### src/rtl/div_32_seq.sv
// div_32_seq: sequential 32-bit radix-2 restoring divider.
// Quotient on LO, remainder on HI, start/done handshake, one quotient bit per clock.
// Optional feature macro: DIV_32_SIGNED_EN (defined = signed two's complement
// operands; undefined = unsigned-only divider with identical latency).
module div_32_seq (
   input  logic        clk,
   input  logic        clr,
   input  logic        start,
   input  logic [31:0] A,
   input  logic [31:0] B,
   output logic        busy,
   output logic        done,
   output logic        div_by_zero,
   output logic [31:0] HI,
   output logic [31:0] LO
);

   localparam int unsigned W  = 32;
   localparam int unsigned CW = 5;

   typedef enum logic [1:0] {
      IDLE = 2'd0,
      CALC = 2'd1,
      FIX  = 2'd2
   } state_t;

   state_t          state;
   logic [W-1:0]    dvd;       // dividend shifter; quotient bits enter at the LSB
   logic [W-1:0]    dvs;       // divisor magnitude
   logic [W-1:0]    rem;       // partial remainder
   logic [CW-1:0]   cnt;
   logic            sign_q;
   logic            sign_r;
   logic            dbz;

   logic            a_neg_c;
   logic            b_neg_c;
   logic [W-1:0]    a_mag_c;
   logic [W-1:0]    b_mag_c;
   logic [W-1:0]    rem_sh_c;
   logic [W+1:0]    trial_c;
   logic [W-1:0]    q_fix_c;
   logic [W-1:0]    r_fix_c;

   // Operand magnitudes and signs seen on the start edge
`ifdef DIV_32_SIGNED_EN
   always_comb begin
      a_neg_c = A[W-1];
      b_neg_c = B[W-1];
      a_mag_c = a_neg_c ? W'(-A) : A;
      b_mag_c = b_neg_c ? W'(-B) : B;
   end
`else
   always_comb begin
      a_neg_c = 1'b0;
      b_neg_c = 1'b0;
      a_mag_c = A;
      b_mag_c = B;
   end
`endif

   // One restoring step; trial is kept two bits wider so a full-range unsigned
   // divisor cannot alias the sign of the difference
   always_comb begin
      rem_sh_c = {rem[W-2:0], dvd[W-1]};
      trial_c  = {1'b0, rem, dvd[W-1]} - {2'b00, dvs};
   end

   // Sign correction of the final quotient and remainder
   always_comb begin
      q_fix_c = sign_q ? W'(-dvd) : dvd;
      r_fix_c = sign_r ? W'(-rem) : rem;
   end

   // Control FSM, datapath registers and registered outputs
   always_ff @(posedge clk) begin
      if (clr) begin
         state       <= IDLE;
         dvd         <= '0;
         dvs         <= '0;
         rem         <= '0;
         cnt         <= '0;
         sign_q      <= 1'b0;
         sign_r      <= 1'b0;
         dbz         <= 1'b0;
         busy        <= 1'b0;
         done        <= 1'b0;
         div_by_zero <= 1'b0;
         HI          <= '0;
         LO          <= '0;
      end else begin
         done <= 1'b0;
         case (state)
            IDLE: begin
               if (start) begin
                  busy   <= 1'b1;
                  sign_q <= a_neg_c ^ b_neg_c;
                  sign_r <= a_neg_c;
                  rem    <= '0;
                  cnt    <= '0;
                  if (B == '0) begin
                     dbz   <= 1'b1;
                     dvd   <= A;
                     state <= FIX;
                  end else begin
                     dbz   <= 1'b0;
                     dvd   <= a_mag_c;
                     dvs   <= b_mag_c;
                     state <= CALC;
                  end
               end
            end
            CALC: begin
               if (trial_c[W+1]) begin
                  rem <= rem_sh_c;
               end else begin
                  rem <= trial_c[W-1:0];
               end
               dvd <= {dvd[W-2:0], ~trial_c[W+1]};
               cnt <= cnt + CW'(1);
               if (cnt == CW'(W-1)) begin
                  state <= FIX;
               end
            end
            FIX: begin
               if (dbz) begin
                  LO          <= '1;
                  HI          <= dvd;
                  div_by_zero <= 1'b1;
               end else begin
                  LO          <= q_fix_c;
                  HI          <= r_fix_c;
                  div_by_zero <= 1'b0;
               end
               done  <= 1'b1;
               busy  <= 1'b0;
               state <= IDLE;
            end
            default: begin
               state <= IDLE;
               busy  <= 1'b0;
            end
         endcase
      end
   end

endmodule

### config.mk
export PLATFORM = sky130hd
export DESIGN_NAME = div_32_seq
export DESIGN_NICKNAME = d
export VERILOG_FILES = /design/src/rtl/div_32_seq.sv
export SDC_FILE = /design/constraint.sdc
export NUM_CORES = 1
export LEC_CHECK = 0
export ABC_AREA = 1
export CORE_ASPECT_RATIO = 1.1
export CORE_MARGIN = 4
export CORE_UTILIZATION = 56
export CTS_CLUSTER_DIAMETER = 60
export CTS_CLUSTER_SIZE = 24
export DETAILED_ROUTE_END_ITERATION = 16
export PLACE_DENSITY = 0.89
export SYNTH_ARGS = -nofsm -noshare
export SYNTH_HDL_FRONTEND = slang
export SYNTH_SLANG_ARGS = --single-unit
### constraint.sdc
create_clock -name clk -period 2.4 [get_ports clk]
set_input_delay 0.48 -clock clk [delete_from_list [all_inputs] [get_ports clk]]
set_output_delay 0.48 -clock clk [all_outputs]
set_load 0.05 [all_outputs]
# [Word-level counts from Yosys, hierarchy flattened]
# Cells that the tools add are included.
[totals] reg_bits=171 word_cells=47
[classes] n_addsub=2 eq_ne=5 mux=18 n_bitwise=3 reduce_logical=8
[ops] op="two-way mux 32 bit" count=5
[ops] op="one-hot mux 32 bit (2 select lines)" count=2
[ops] op="subtractor 33 x 32 -> 34 bit" count=1
[ops] op="logical NOT 32 bit" count=1
[ops] op="one-hot mux 5 bit (2 select lines)" count=1
[ops] op="AND reduction 2 bit" count=4
[ops] op="two-way mux 2 bit" count=3
[ops] op="adder 5 x 1 -> 5 bit, second input constant" count=1
[ops] op="equality test 5 bit, second input constant" count=1
[ops] op="two-way mux 5 bit" count=1
[ops] op="two-way mux 1 bit" count=4
[ops] op="inequality test 2 bit, second input constant" count=2
[ops] op="one-hot mux 2 bit (2 select lines)" count=1
[ops] op="inverter 1 bit" count=3
[ops] op="AND reduction 3 bit" count=1
[ops] op="equality test 2 x 1 -> 1 bit, second input constant" count=1
[ops] op="equality test 2 bit, second input constant" count=1
[ops] op="logical NOT 2 bit" count=1
[ops] op="one-hot mux 1 bit (2 select lines)" count=1
[ops] op="nonzero test 2 bit" count=1

# [Longest topological paths before layout]
# Gate-level depths: netlist of the first run.
[logic_depth] depth_word=4 ltp_mapped=18 mapped_depth_nobuf=17

# [Least setup slack after synthesis of the first run]
# OpenSTA, ideal clock, no wires.
[synth_timing] path_kind="register to register" startpoint="register dvd[31]" endpoint="register rem[28]" setup_ns=0.128 t_arrival_ns=1.823 required_ns=2.272 setup_slack_ns=0.450 path_stages_with_launch=17 cell_sequence="dfxtp_1 > inv_1 > ha_1 > inv_1 > fa_1 > nand3_1 > nand3_1 > nand2_1 > nand2_1 > nand2_1 > nand2_1 > nand2_1 > nand3_1 > nand2_1 > nor2_2 > nor2_1 > nor2_1"
[synth_via] elab_chain_cells=3
[synth_rtl] item="from (decl)" line="28" source="logic [W-1:0] dvd;"
[synth_rtl] item="from (signal assigned)" line="107" source="dvd <= a_mag_c;"
[synth_rtl] item="from (signal assigned)" line="119" source="dvd <= {dvd[W-2:0], ~trial_c[W+1]};"
[synth_rtl] item="subtractor 33 x 32 -> 34 bit" line="66" source="trial_c = {1'b0, rem, dvd[W-1]} - {2'b00, dvs};"
[synth_rtl] item="two-way mux 32 bit" line="114" source="if (trial_c[W+1]) begin"
[synth_rtl] item="one-hot mux 32 bit (2 select lines)" line="93" source="case (state)"
[synth_rtl] item="to (signal assigned)" line="115" source="rem <= rem_sh_c;"
[synth_rtl] item="to (signal assigned)" line="117" source="rem <= trial_c[W-1:0];"
[synth_rtl] item="to (decl)" line="30" source="logic [W-1:0] rem;"
# No other way between the ends.
# A chain may end at the register's enable or synchronous reset.

# [Worst setup path after layout of the first run]
[layout_timing] startpoint="register dvs[28]" endpoint="register rem[2]"
[layout_via] elab_chain_cells=3
[layout_rtl] item="from (decl)" line="29" source="logic [W-1:0] dvs;"
[layout_rtl] item="from (signal assigned)" line="108" source="dvs <= b_mag_c;"
[layout_rtl] item="subtractor 33 x 32 -> 34 bit" line="66"
[layout_rtl] item="two-way mux 32 bit" line="114"
[layout_rtl] item="one-hot mux 32 bit (2 select lines)" line="93"
# No other way between the ends.

==> flow_metrics.tcl, run 1 <==
set metrics [dict create \
    syn_area_um2 9590 \
    setup_ws_ps 199 \
    crit_type "register to register" \
    antenna_found_initial 0 \
    synth-xor-area-share 0.0128 \
    period_needed_ps 2200 \
    fp.dieW_um 133 \
    top_usage_layer "met2" \
    reg2regPathDepth 13 \
    crit_path_max_incr_delay_ps 380 \
    ys_seq_area_frac 0.357 \
    cp-start-kind "register" \
    finClkSkew_ps 8.00 \
    rows 49 \
    ff2ff_setup_slack_ps 200 \
    synth_edf_count 0 \
    cp-startpoint "dvs[28]" \
    required_ps 2730 \
    cp.depth 13 \
    drt_pass1_iterations 6 \
    fp.dieH_um 145 \
    ioPinCount 134 \
    cts.sinks 171 \
    setup_viol 0 \
    cts_max_level 4 \
    swShare 0.308 \
    grt_pass1_wl_um 45000 \
    diodes 0 \
    portBuffers 133 \
    cts_inserted_buffers 17 \
    wl_per_cell_um 15.1 \
    initial_utilization 0.579 \
    path_clk_slew_ps 70 \
    use_met2 0.453 \
    period_share 0.917 \
    cts_resized 0 \
    seqPwrFrac 0.402 \
    syn_inst 1504 \
    status "complete, no violations" \
    ys_warn_count 0 \
    cpMaxStageDelayCell "ha_1" \
    clock.fmax_mhz 454 \
    synth_top_family_by_area "simple AND/OR/NAND/NOR gates" \
    path_max_fanout 17 \
    crit_chain "inv_1, ha_1, a21oi_1, nand2_1, nand2_1, nand3_1, nor2_4, nand2_8, buf_4, nand3_1, nand3_1, nand2_1, inv_1" \
    power_frac_clock 0.386 \
    layout.nets 1722 \
    drive_gt1_frac 0.0662 \
    powerDensity_nw_per_um2 647 \
    drc 0 \
    place_hpwl_um 19900 \
    yosys.area_share.adder 0.0464 \
    crit_family "simple AND/OR/NAND/NOR gates" \
    regToRegEndpoint "rem[2]" \
    ir_drop_mv 0.568 \
    drv_cap 0 \
    syn_avg_cell_area_um2 6.38 \
    r2r-start "dvs[28]" \
    synth-compound-area-share 0.148 \
    core_region_area_um2 16600 \
    ys_seq_elements 171 \
    hold_class "register to register" \
    grt_pass1_vias 9252 \
    grt_max_degree 66 \
    finalHoldViolations 0 \
    fp.dieArea_um2 19300 \
    muxShareOfSynthArea 0 \
    crit_buf_inv 3 \
    endpoint "rem[2]" \
    tightest_slew_ps 677 \
    slew_headroom 0.547 \
    worstSetupEndpointType "register" \
    combPwrFrac 0.212 \
    routed_wl_um 27700 \
    post_synth_and_or_nand_nor_area_fraction 0.318 \
    grt_use_total 0.279 \
    root_buffer "clkbuf_16" \
    fill_cells 1417 \
    cts_max_path_buffers 2 \
    cts_setup_buffers 0 \
    synth_fp_nets 1606 \
    rsz0062_at_grt "no" \
    synth-async-reset-ratio 0 \
    via_count 10200 \
    leakage_nw 5.88 \
    grt-ovfl-total 0 \
    intPower_mw 5.32 \
    clk_latency_ps 430 \
    gr-usage-met3 0.0561 \
    critical_path_arrival_ps 2530 \
    switchingPower_mw 2.37 \
    power_mw 7.69 \
    drtIter0Drc 942 \
    syn_to_final_growth_pct 24.0 \
    place_congestion 0.916 \
    postRouteAntennaNets 0 \
    cts_tree "built" \
    final_core_util 0.719 \
    dpl_worst_slack_ps -113 \
    synth-main-ff-cell "dfxtp_1" \
    ctsHoldBuffers 0 \
    via_per_inst 5.54 \
    finalMaxSlewViolations 0 \
    synth_cell_types 40 \
    met1_usage 0.378 \
]
==> cell usage after synthesis (16+ instances only) <==
cell      number  area share
nand2_1      455        0.18
a21oi_1      128       0.067
dfxtp_1      171        0.36
nand4_1       37       0.024
inv_1        215       0.084
clkbuf_1      47       0.018
buf_2         16      0.0083
o21ai_0       98       0.051
ha_1          34       0.044
a22oi_1       21       0.016
nor2_1       134       0.052
nand3_1       60       0.031
==> logic make-up (layout without fill, tap and decap cells) <==
| group | after synthesis | count (layout) |
|---|---|---|
| flops | 171 | 171 |
| buf+inv | 293 | 421 |
| xor+xnor | 14 | 14 |
| compound gates | 264 | 264 |
| simple gates | 727 | 727 |
| fa+ha+maj | 35 | 35 |
==> metrics by stage <==
| step | TNS (ps) | hold WS [ps] | std cells | area [µm²] |
|---|---|---|---|---|
| CTS | 0 | 461 | 1836 | 11900 |
| finish | 0 | 458 | 1836 | 11900 |
| detailed placement | -1560 | 453 | 1805 | 11200 |
| floorplan | 0 | 444 | 1504 | 9590 |
| global route | 0 | 480 | 1836 | 11900 |
| global placement | 0 | 449 | 1805 | 11200 |
==> how the worst min path moves through the flow <==
stage / from / to / slack [ps] / cells after the start
floorplan: cnt[4] / cnt[4] / 440 / 2
global placement: LO[15] / LO[15] / 450 / 2
detailed placement: LO[6] / LO[6] / 450 / 2
CTS: LO[6] / LO[6] / 460 / 2
global route: LO[11] / LO[11] / 480 / 2
finish: LO[6] / LO[6] / 460 / 2
==> layer usage <==
layer  up-vias  wire [µm]
li1       5014          -
met1      4599      11700
met2       503      13000
met3        49       2450
met4         0        495
met5         -          0
==> worst reg2reg max path, delay by kind of cell, from the launching register on <==
kind | cells | cell delay, ps
AND/OR/NAND/NOR | 8 | 820
adder cells (fa/ha/maj) | 1 | 380
flip-flops | 1 | 340
buffers and inverters | 3 | 310
AO/OA/AOI/OAI | 1 | 260
==> cell usage in the layout (no fill, tap or decap), types with 2 or more instances in the layout <==
master	count
and2_1	3
nor3_1	7
clkdlybuf4s50_1	132
xor2_1	14
o21ai_0	98
nand2_8	2
o221ai_1	4
clkinv_4	3
bufinv_16	3
inv_1	213
nor2_1	129
clkbuf_16	17
ha_1	34
nand3b_1	2
nor2_2	15
clkinv_1	2
buf_4	29
a221oi_1	3
nand4_1	37
nand3_1	59
a21oi_1	128
nand2_1	452
clkbuf_8	4
a31oi_1	5
nor2_4	3
nor4_1	5
nand2_2	7
inv_2	6
buf_12	6
a22oi_1	21
inv_6	3
nand3_2	2
dfxtp_1	171
==> flip-flops by register name, indices dropped and copies added (netlist names) <==
name,cells
busy,1
dbz,1
state,2
rem,32
HI,32
dvd,32
LO,32
dvs,32
done,1
div_by_zero,1
cnt,5
==> power groups by stage <==
| stage | registers, mW | logic [mW] | clock network [mW] |
|---|---|---|---|
| 3_3_place_gp | 3.14 | 1.55 | 0 |
| 6_report | 3.09 | 1.63 | 2.97 |
| 2_1_floorplan | 3.24 | 0.938 | 0 |
| 3_5_place_dp | 3.15 | 1.58 | 0 |
| 5_1_grt | 3.10 | 1.80 | 3.08 |
| 4_1_cts | 3.09 | 1.60 | 2.97 |
==> layout make-up <==
| type | count | area (µm²) | area share |
|---|---|---|---|
| clock buffers | 21 | 480 | 0.0404 |
| clock inverters | 10 | 154 | 0.0129 |
| inverters | 221 | 830 | 0.0697 |
| multi-input cells | 1040 | 5080 | 0.427 |
| flip-flops and latches | 171 | 3420 | 0.288 |
| well taps | 204 | 255 | 0.0215 |
| repair buffers | 169 | 1680 | 0.141 |
(Power assumes the default switching activity.)
==> inputs of run 2 (changes only) <==
- GPL_TIMING_DRIVEN: unset -> 0
- RECOVER_POWER: unset -> 100
==> flow_metrics.tcl, run 2 (synthesis results as in run 1) <==
set metrics [dict create \
    cts_max_path_buffers 2 \
    clk_latency_ps 440 \
    cpMaxStageDelayCell "fa_2" \
    crit_buf_inv 2 \
    placed_area_um2 11200 \
    fp.dieArea_um2 19300 \
    setup_viol 0 \
    fp.dieH_um 145 \
    clock.fmax_mhz 436 \
    slew_headroom 0.541 \
    period_needed_ps 2290 \
    ioPinCount 134 \
    finalHoldViolations 0 \
    crit_family "simple AND/OR/NAND/NOR gates" \
    wl_per_cell_um 15.5 \
    hold_class "register to register" \
    crit_chain "inv_2, ha_1, inv_2, fa_2, nand3_1, nand3_2, nand2_2, nand2_2, nand2_1, nand2_2, nand2_1, nand3_1, nand2_1, nor2_2, nor2_1, nor2_1" \
    grt_pass1_vias 9684 \
    dp_cells 1841 \
    leakage_nw 6.02 \
    critical_path_arrival_ps 2600 \
    via_count 10200 \
    drtIter0Drc 977 \
    drv_cap 0 \
    initial_utilization 0.579 \
    finalMaxSlewViolations 0 \
    grt_pass1_wl_um 46600 \
    cts_tree "built" \
    routed_wl_um 29000 \
    ir_drop_mv 0.526 \
    layout_common_cells "447 x nand2_1, 213 x inv_1, 168 x dfxtp_1" \
    worstSetupEndpointType "register" \
    place_congestion 0.937 \
    root_buffer "clkbuf_16" \
    portBuffers 133 \
    fp.dieW_um 133 \
    rows 49 \
    drc 0 \
    cts_inserted_buffers 17 \
    drt_pass1_iterations 5 \
    finClkSkew_ps 7.09 \
    cp-start-kind "register" \
    required_ps 2700 \
    period_share 0.956 \
    grt_max_degree 17 \
    core_region_area_um2 16600 \
    final_core_util 0.717 \
    path_max_fanout 4 \
    via_per_inst 5.45 \
    ff2ff_setup_slack_ps 110 \
    tightest_slew_ps 688 \
    diodes 0 \
    status "complete, no violations" \
    stdcell_count 1875 \
    grt-ovfl-total 0 \
    crit_path_max_incr_delay_ps 400 \
    crit_type "register to register" \
    grt_use_total 0.294 \
    path_clk_slew_ps 70 \
    ctsHoldBuffers 0 \
    design_area_um2 11900 \
    syn_to_final_growth_pct 23.7 \
    postRouteAntennaNets 0 \
    final_common_cell "nand2_1" \
    cts_max_level 4 \
    cts.sinks 171 \
    setup_tns_ps 0 \
    drive_gt1_frac 0.0569 \
    place_hpwl_um 22400 \
    layout.nets 1760 \
    powerDensity_nw_per_um2 633 \
    antenna_found_initial 0 \
]
==> run 2: changes by cell type in the layout (fill, tap and decap cells not counted), moves of 6 or more <==
cell             change
buf_4               -26
clkbuf_1            +56
buf_12               -6
dlygate4sd3_1       +69
clkdlybuf4s50_1     -68
buf_2                +7
nor2_1               +6
==> run 2: routing by layer <==
| metal | up-vias | routed length (µm) | part of all wire | global-route usage |
|---|---|---|---|---|
| met5 | - | 0 | 0 | 0 |
| met4 | 0 | 986 | 0.034 | 0.126 |
| met3 | 83 | 2360 | 0.081 | 0.0564 |
| met2 | 500 | 13600 | 0.47 | 0.493 |
| met1 | 4532 | 12100 | 0.42 | 0.368 |
| li1 | 5097 | - | - | - |
==> run 2: path summary, 6_finish.rpt <==
check,cells past startpoint,from,to
setup / recovery,16,dvd[31],rem[28]
hold reg to reg,2,LO[1],LO[1]
hold / removal,2,LO[1],LO[1]
setup reg to reg,16,dvd[31],rem[28]
==> run 2: what timing repair did <==
item,4_1_cts,5_1_grt
endpoints found under the setup margin,4,19
setup buffers,0,2
pin swaps,0,2
gates resized for setup,2,23
==> run 2: layout make-up <==
| type | count | area [µm²] |
|---|---|---|
| Sequential cell | 171 | 3430 |
| Clock buffer | 19 | 443 |
| Multi-Input combinational cell | 1040 | 5110 |
| Inverter | 221 | 830 |
| Clock inverter | 13 | 155 |
| Timing Repair Buffer | 135 | 1350 |
| Fill cell | 1359 | 4690 |
| Tap cell | 204 | 255 |
| Buffer | 72 | 302 |
==> run 2: stage by stage <==
stage               hold slack, ps  power [mW]  worst slack [ps]
floorplan                      444        4.18               450
global placement               449        4.67              -441
detailed placement             454        4.70              -440
CTS                            465        7.46              4.69
global route                   481        7.81             -23.8
finish                         458        7.51               106
==> run 2: tightest hold or removal path, cell delays in order, from the launching register on <==
cell and delay [ps]:
dfxtp_1 310, nand2_1 60, a21oi_1 50
==> run 2: report_power, final <==
part,switching [mW],internal (mW)
Sequential,0.110,2.98
Clock,1.22,1.58
Combinational,1.09,0.523
==> inputs of run 3 (changes only) <==
- CTS_CLUSTER_DIAMETER: 60 -> 200
- RECOVER_POWER: 100 -> 25
==> flow_metrics.tcl, run 3 (synthesis results as in run 1) <==
set metrics [dict create \
    status "complete, no violations" \
    register_area_um2 3430 \
    initial_utilization 0.579 \
    power_mw 7.53 \
    required_ps 2710 \
    period_needed_ps 2290 \
    wl_per_cell_um 15.6 \
    dpl_worst_slack_ps -440 \
    path_max_fanout 4 \
    cp-start-kind "register" \
    slew_headroom 0.532 \
    ctsHoldBuffers 0 \
    postRouteAntennaNets 0 \
    setup_viol 0 \
    antenna_found_initial 0 \
    hold_class "register to register" \
    clock.fmax_mhz 436 \
    finalMaxSlewViolations 0 \
    via_count 10300 \
    cts_max_path_buffers 2 \
    tightest_slew_ps 702 \
    root_buffer "clkbuf_16" \
    fp.dieW_um 133 \
    period_share 0.956 \
    multi_input_area_um2 5110 \
    leakage_nw 5.80 \
    grt_use_total 0.294 \
    place_hpwl_um 22400 \
    crit_type "register to register" \
    clk_latency_ps 440 \
    final_common_cell "nand2_1" \
    cts_inserted_buffers 17 \
    diodes 0 \
    setup_ws_ps 105 \
    portBuffers 133 \
    layout_common_cells "446 x nand2_1, 213 x inv_1, 168 x dfxtp_1" \
    cts_tree "built" \
    powerDensity_nw_per_um2 634 \
    place_congestion 0.937 \
    routed_wl_um 29200 \
    syn_to_final_growth_pct 23.8 \
    grt_pass1_vias 9684 \
    ioPinCount 134 \
    worstSetupEndpointType "register" \
    fill_cells 1355 \
    critical_path_arrival_ps 2600 \
    path_clk_slew_ps 70 \
    drc 0 \
    grt_max_degree 17 \
    layout.nets 1760 \
    ff2ff_setup_slack_ps 110 \
    ir_drop_mv 0.531 \
    fp.dieH_um 145 \
    cts.sinks 171 \
    drive_gt1_frac 0.0604 \
    drv_cap 0 \
    finClkSkew_ps 6.32 \
    core_region_area_um2 16600 \
    fp.dieArea_um2 19300 \
    finalHoldViolations 0 \
    cts_max_level 4 \
    rows 49 \
    drtIter0Drc 945 \
    drt_pass1_iterations 7 \
    via_per_inst 5.48 \
    grt-ovfl-total 0 \
    grt_pass1_wl_um 46600 \
]
[run 3: cell types whose count changed in the layout (fill, tap and decap cells not counted)]
cell	delta
buf_1	+1
buf_2	+5
clkbuf_1	-5
nor2_1	-1
clkdlybuf4s50_1	+68
nand2_1	-1
dlygate4sd3_1	-68
nor2_2	+1
clkbuf_2	-1
nand2_2	+1
[run 3: area by class of cell]
| cell class | count | area share |
|---|---|---|
| Clock inverter | 13 | 0.0131 |
| Tap cell | 204 | 0.0215 |
| Buffer | 72 | 0.0258 |
| Sequential cell | 171 | 0.289 |
| Multi-Input combinational cell | 1040 | 0.431 |
| Timing Repair Buffer | 135 | 0.113 |
| Clock buffer | 19 | 0.0373 |
| Inverter | 221 | 0.0698 |
[run 3: critical path, cell delays in order, from the launching register on]
cell	delay (ps)
dfxtp_2	340
inv_2	90
ha_1	170
inv_2	70
fa_2	400
nand3_1	110
nand3_2	110
nand2_2	80
nand2_2	70
nand2_1	80
nand2_2	90
nand2_1	100
nand3_1	70
nand2_1	130
nor2_2	60
nor2_1	120
nor2_1	60
[run 3: worst paths after layout]
kind / start / endpoint / cells past startpoint
max reg2reg: dvd[31] / rem[28] / 16
min: LO[1] / LO[1] / 2
max: dvd[31] / rem[28] / 16
min reg2reg: LO[1] / LO[1] / 2
[run 3: power breakdown]
part           total, mW  switching, mW  internal (mW)
clock network       2.81           1.22           1.58
registers           3.09          0.112           2.98
logic               1.63           1.09          0.539
total               7.53           2.43           5.11
[run 3: routing by layer]
| layer | part of all wire | wire length, µm | vias to the layer above | global-route usage |
|---|---|---|---|---|
| met5 | 0 | 0 | - | 0 |
| met4 | 0.032 | 947 | 0 | 0.126 |
| met3 | 0.083 | 2420 | 82 | 0.0564 |
| met2 | 0.47 | 13600 | 508 | 0.493 |
| met1 | 0.42 | 12200 | 4581 | 0.368 |
| li1 | - | - | 5099 | - |
[run 3: what timing repair did]
item / in CTS / in global routing
buffers inserted: 0 / 2
endpoints found under the setup margin: 4 / 19
pin swaps: 0 / 2
gates resized for setup: 2 / 23
[run 3: through the flow]
step,utilization,setup TNS (ps),std cells,hold slack [ps],cell area (µm²)
3_5_place_dp,0.675,-10370,1841,454,11200
6_report,0.718,0,1875,461,11900
5_1_grt,0.718,-26.7,1875,484,11900
4_1_cts,0.712,0,1873,465,11800
3_3_place_gp,0.675,-10740,1841,449,11200
2_1_floorplan,-,0,1504,444,9590
